### config.mk
export PLATFORM = sky130hd
export DESIGN_NAME = btn_sw_debounce
export DESIGN_NICKNAME = d
export VERILOG_FILES = /design/src/rtl/btn_sw_debounce.sv
export SDC_FILE = /design/constraint.sdc
export NUM_CORES = 1
export LEC_CHECK = 0
export ABC_AREA = 0
export CAP_MARGIN = 5
export CELL_PAD_IN_SITES_DETAIL_PLACEMENT = 2
export CELL_PAD_IN_SITES_GLOBAL_PLACEMENT = 2
export CORE_MARGIN = 1
export CORE_UTILIZATION = 36
export CTS_CLUSTER_SIZE = 30
export DETAILED_ROUTE_END_ITERATION = 8
export HOLD_SLACK_MARGIN = 0.05
export PLACE_DENSITY_LB_ADDON = 0.1
export SETUP_SLACK_MARGIN = 0.05
export SLEW_MARGIN = 10
export SYNTH_ARGS = -nofsm -noshare
export SYNTH_HDL_FRONTEND = slang
export SYNTH_SLANG_ARGS = --single-unit
### constraint.sdc
create_clock -name clk_i -period 2 [get_ports clk_i]
set_input_delay 0.4 -clock clk_i [delete_from_list [all_inputs] [get_ports clk_i]]
set_output_delay 0.4 -clock clk_i [all_outputs]
set_load 0.01 [all_outputs]
### src/rtl/btn_sw_debounce.sv
// btn_sw_debounce: 2-FF synchronisers + tick-qualified debounce for one button and NUM_SW switches.
// Define BTN_IRQ_LATCH_EN for a sticky irq_o cleared by irq_ack_i; otherwise irq_o is a one-cycle press pulse.
module btn_sw_debounce #(
  parameter int NUM_SW       = 16,
  parameter int TICK_DIV     = 100000,
  parameter int STABLE_TICKS = 10
) (
  input  logic              clk_i,
  input  logic              arst_n_i,
  input  logic              btn_raw_i,
  input  logic [NUM_SW-1:0] sw_raw_i,
  output logic              btn_o,
  output logic [NUM_SW-1:0] sw_o,
  output logic              irq_o
`ifdef BTN_IRQ_LATCH_EN
  ,
  input  logic              irq_ack_i
`endif
);
  localparam int N  = NUM_SW + 1;
  localparam int PW = TICK_DIV > 1 ? $clog2(TICK_DIV) : 1;
  localparam int CW = STABLE_TICKS > 1 ? $clog2(STABLE_TICKS) : 1;
  logic [N-1:0]  s1, s, d;
  logic [PW-1:0] pc;
  logic          tick, btn_q, press;
  assign tick = (TICK_DIV == 1) || (pc == PW'(TICK_DIV - 1));
  always_ff @(posedge clk_i or negedge arst_n_i)
    if (!arst_n_i) begin
      s1 <= '0;
      s  <= '0;
      pc <= '0;
    end else begin
      s1 <= {btn_raw_i, sw_raw_i};
      s  <= s1;
      pc <= tick ? '0 : pc + 1'b1;
    end
  // button is the top channel; any cycle with s==d restarts qualification
  for (genvar i = 0; i < N; i++) begin : g_ch
    logic [CW-1:0] c;
    logic          d_r;
    assign d[i] = d_r;
    always_ff @(posedge clk_i or negedge arst_n_i)
      if (!arst_n_i) begin
        c   <= '0;
        d_r <= 1'b0;
      end else if (s[i] == d_r) begin
        c <= '0;
      end else if (tick) begin
        if (c == CW'(STABLE_TICKS - 1)) begin
          d_r <= s[i];
          c   <= '0;
        end else begin
          c <= c + 1'b1;
        end
      end
  end
  assign btn_o = d[NUM_SW];
  assign sw_o  = d[NUM_SW-1:0];
  assign press = d[NUM_SW] & ~btn_q;
  always_ff @(posedge clk_i or negedge arst_n_i)
    if (!arst_n_i) begin
      btn_q <= 1'b0;
      irq_o <= 1'b0;
    end else begin
      btn_q <= d[NUM_SW];
`ifdef BTN_IRQ_LATCH_EN
      irq_o <= press | (irq_o & ~irq_ack_i);
`else
      irq_o <= press;
`endif
    end
endmodule

== Yosys cells after proc, flatten, opt, wreduce, memory -nomap -nowiden ==
Index checks and enable logic that the tools add are counted.
W data, S select, Z words.

* Register bits: 138

* Equality and inequality tests: 35
* Add/sub/neg operators: 18
* Bitwise logic cells: 19
* Multiplexer cells: 52
* Reductions and logical operators: 34

{| class="wikitable"
|+ Operator list
! kind !! count
|-
| $mux W4 || 51
|-
| $add A4 B1 Y4 const B || 17
|-
| $eq A4 B4 Y1 const B || 17
|-
| $reduce_and A3 Y1 || 17
|-
| $reduce_bool A2 Y1 || 17
|-
| $not A1 Y1 || 18
|-
| $add A17 B1 Y17 const B || 1
|-
| $eq A1 B1 Y1 || 17
|-
| $eq A17 B17 Y1 const B || 1
|-
| $mux W17 || 1
|-
| $and A1 B1 Y1 || 1
|}

== Depth between registers and ports, before layout ==
* Depth in word-level cells: 4
* Mapped depth: 8
* Mapped depth without buffers: 6

== Least setup slack after synthesis ==
OpenSTA, ideal clock, no wires.

* Path type: register to register
* From: reg pc[12]
* To: reg g_ch[0].c[3]
* Stages on the path, launching flop included: 7
* Required time: 1918 ps
* Path buffers: 2
* Path slack: -90 ps
* Clock period less this slack: 2090 ps
* Arrival: 2008 ps
* Library setup time: 82 ps
* Cells stage by stage: dfrtp_1 -> or4b_1 -> or2_1 -> buf_2 -> buf_6 -> or4_1 -> a31oi_1

* Cells in the longest elaborated chain, start to end: 2

{| class="wikitable"
|+ Ends and longest elaborated chain
! element !! RTL line !! RTL
|-
| from (decl) || 24 || <nowiki>logic [PW-1:0] pc;</nowiki>
|-
| from (signal assigned) || 35 || <nowiki>pc <= tick ? '0 : pc + 1'b1;</nowiki>
|-
| $eq A17 B17 Y1 || 26 || <nowiki>assign tick = (TICK_DIV == 1) || (pc == PW'(TICK_DIV - 1));</nowiki>
|-
| $reduce_bool A2 Y1 (no line) || -- ||
|-
| to (signal assigned) || 53 || <nowiki>c <= c + 1'b1;</nowiki>
|-
| to (decl) || 39 || <nowiki>logic [CW-1:0] c;</nowiki>
|}

No other way between the ends.
A chain may end at the register's enable or synchronous reset.

== Final worst setup path ==
* From: reg pc[5]
* To: reg g_ch[14].c[3]

* Cells in the longest elaborated chain, start to end: 2

{| class="wikitable"
|+ Ends and longest elaborated chain
! element !! RTL line
|-
| $eq A17 B17 Y1 || 26
|-
| $reduce_bool A2 Y1 (no line) || --
|-
| to (signal assigned) || 53
|-
| to (decl) || 39
|}

No other way between the ends.

==> impl_metrics.yaml <==
run_status:
  status: "complete, but fails checks"
  failed_checks: "design-rule violations, negative setup slack"
global_route:
  grt_pass1_wl_um: 31200
  first_global_vias: 5918
  grt_usage: 0.206
  grt_antenna_before_repair: 0
  grt_overflow: 0
  grt_max_degree: 51
floorplan:
  die_h_um: 139
  core_area_mm2: 0.0181
  boundaryPins: 37
  dieArea_mm2: 0.0192
  rows: 49
  die_x_um: 139
  start_util: 0.370
placed_design:
  placed_cell_area_mm2: 0.00749
  dp_slack_ns: -0.253
  io_buffer_count: 36
  dp_hpwl_um: 11100
  place_congestion: 0.733
worst_setup_path:
  crit_chain: "or4b_4, or2_4, buf_12, or4_4, a31oi_1"
  r2r_start: "pc[5]"
  crit_fanout: 23
  crit_arrival_ns: 2.51
  max_stage_delay_ns: 0.53
  worstSetupStartpointType: "flip-flop"
  crit_type: "reg -> reg"
  r2r-end: "g_ch[14].c[3]"
  required_ns: 2.34
  worstSetupEndpointType: "flip-flop"
  r2r_cells: 5
  path_buf_inv: 1
  critPathTopFamily: "simple AND/OR/NAND/NOR gates"
  reg2reg_slack_ns: -0.17
  slowest_stage: "or4b_4"
timing:
  slew_headroom: 0.546
  fmax_mhz: 460
  finalCritPeriodShare: 1.09
  worst_slack_ns: -0.172
  min_period_ns: 2.17
  hold_ws_ns: 0.352
  tns_ns: -6.45
  fin_skew_ns: 0.0121
  setup_viol: 78
  tightest_slew_ns: 0.676
  rsz0062_at_grt: "true"
  slew_violations: 0
  hold_viol: 0
clocking:
  path_clk_slew_ns: 0.06
  clkLatencyLatePin_ns: 0.44
  cts_tree: "done"
  clock-sinks: 138
  h-tree-depth: 4
  cts_buffer_depth: 2
  cts_root_buf: "clkbuf_16"
  cts_inserted_buffers: 17
final_layout:
  area_growth_syn_to_layout_pct: 28.4
  nNetsFinal: 734
  fin_area_mm2: 0.00863
  antennaDiodeCount: 0
  layout-drive-gt1-share: 0.251
routing:
  drt_wl_total_um: 19800
  drc: 2
  drt_iter0_drc: 177
  antenna_left: 0
  dr.pass1.iters: 8
  via_count: 5256
  routed_via_density: 5.70
  wl_per_cell_um: 21.5
synth:
  synth_cell_type_count: 32
  synth.avg_cell_area_um2: 10.6
  yosysSeqAreaShare: 0.514
  syn-num-nets: 687
  synth-seq-cells: 138
  syn_inst: 633
  ys_async_sr_fraction: 1.00
  synth-edff-count: 0
  ys_warn_count: 0
  synth_area_mm2: 0.00672
  synth_ff_type: "dfrtp_1"
worst_hold_path:
  holdPathStages: 0
  min_delay_worst_endpoint: "s[14]"
  hp-class: "reg -> reg"
  hold_start: "s1[14]"
power_and_ir_drop:
  powerDensity_mw_per_mm2: 745
  finalPower_uw: 6430
  p_leak_uw: 0.00362
  ir_drop_uv: 576
job:
  cap_violations: 0
-- worst max-delay path by stage --
| stage | slack (ns) | cells after the start | to | start |
|---|---|---|---|---|
| finish | -0.17 | 5 | g_ch[14].c[3] | pc[5] |
| global route | -0.21 | 5 | g_ch[14].c[3] | pc[11] |
| CTS | -0.13 | 5 | g_ch[6].c[1] | pc[11] |
| detailed placement | -0.25 | 5 | g_ch[6].c[1] | pc[11] |
| global placement | -0.13 | 5 | g_ch[5].c[1] | pc[11] |
| floorplan | -0.05 | 6 | g_ch[16].c[1] | pc[11] |
-- metrics by stage --
stage                     instances   util
after floorplan                 633      -
after global placement          880  0.413
after detailed placement        880  0.413
after CTS                       915  0.456
after global routing            922  0.475
final                           922  0.475
-- what timing repair did --
action / in CTS / in global routing
pin swaps: 9 / 19
endpoints found under the hold margin: 47 / 0
resized for setup: 35 / 56
gates cloned: 1 / 6
setup buffers: 1 / 2
hold buffers: 1 / 0
setup endpoints to repair: 75 / 87
-- layout make-up --
cell class / count / area [um2]
clock inverters: 14 / 196
well taps: 229 / 287
multi-input cells: 410 / 3210
flip-flops and latches: 138 / 3450
inverters: 37 / 139
fillers: 1829 / 9520
clock buffers: 18 / 429
repair buffers: 76 / 912
-- registers in the layout, indices dropped and copies added (netlist names) --
register / cells
btn_q: 1
irq_o: 1
s: 17
g_ch.c: 68
g_ch.d_r: 16
btn_o: 1
pc: 17
s1: 17
-- power by group --
group | switching [uW] | leakage, uW | internal (uW)
Clock | 1330 | 0.000297 | 2090
Sequential | 18.3 | 0.00184 | 2830
Combinational | 102 | 0.00149 | 58.1
-- layer usage --
metal  vias to the layer above  share of wire  global-route usage
met1                      2741           0.44               0.249
met2                        76           0.51               0.364
met4                         0          0.020              0.0749
met3                        36          0.027              0.0380
met5                         -              0                   0
li1                       2403              -                   -
-- cells by family after synthesis --
logic type               synth area share
AND/OR/NAND/NOR                     0.164
adder cells (fa/ha/maj)            0.0652
XOR/XNOR                           0.0391
multiplexers                       0.0315
AO/OA/AOI/OAI                       0.128
buffers and inverters              0.0586
flip-flops                          0.514
-- cells in the mapped netlist (11+ instances only) --
master | n | area (um2)
a31o_2 | 17 | 149
a31oi_1 | 17 | 106
nor3_1 | 39 | 195
and3b_1 | 11 | 96.3
and3_1 | 20 | 125
inv_1 | 37 | 139
a21oi_1 | 34 | 170
ha_1 | 35 | 438
clkbuf_1 | 24 | 90.1
o21ai_0 | 46 | 230
buf_4 | 16 | 120
xnor2_1 | 25 | 219
nor2_1 | 16 | 60.1
dfrtp_1 | 138 | 3450
mux2_2 | 17 | 191
a311oi_1 | 17 | 149
nand3_1 | 33 | 165
nand2_1 | 11 | 41.3
or4_1 | 41 | 308
-- placed cells by master (no fill, tap or decap), types with 3 or more instances in the layout --
cell	instances
dfrtp_1	138
inv_1	37
o21ai_0	37
ha_1	35
clkdlybuf4s50_1	35
nor3_1	30
or4_1	27
xnor2_1	25
nand3_1	23
clkbuf_16	21
a21oi_2	20
and3_1	19
buf_4	18
a31o_2	17
mux2_2	16
a31oi_1	16
a311oi_1	16
or4_4	14
a21oi_1	14
buf_12	13
and3b_1	11
nand2_1	11
nor2_1	9
nand3_2	8
o21ai_1	8
nand2b_1	7
o31ai_1	6
xor2_1	5
nor2_2	5
nor3_2	5
buf_6	5
nor4_1	4
nor3_4	4
bufinv_16	4
clkinvlp_4	3
clkinv_4	3
-- worst register-to-register path: cells and delay by family, from the launching register on --
kind	cells	cell delay (ns)
compound gates	1	0.22
buf+inv	1	0.18
flops	1	0.40
simple gates	3	1.28
No activity file was read; power rests on OpenSTA's default activity.
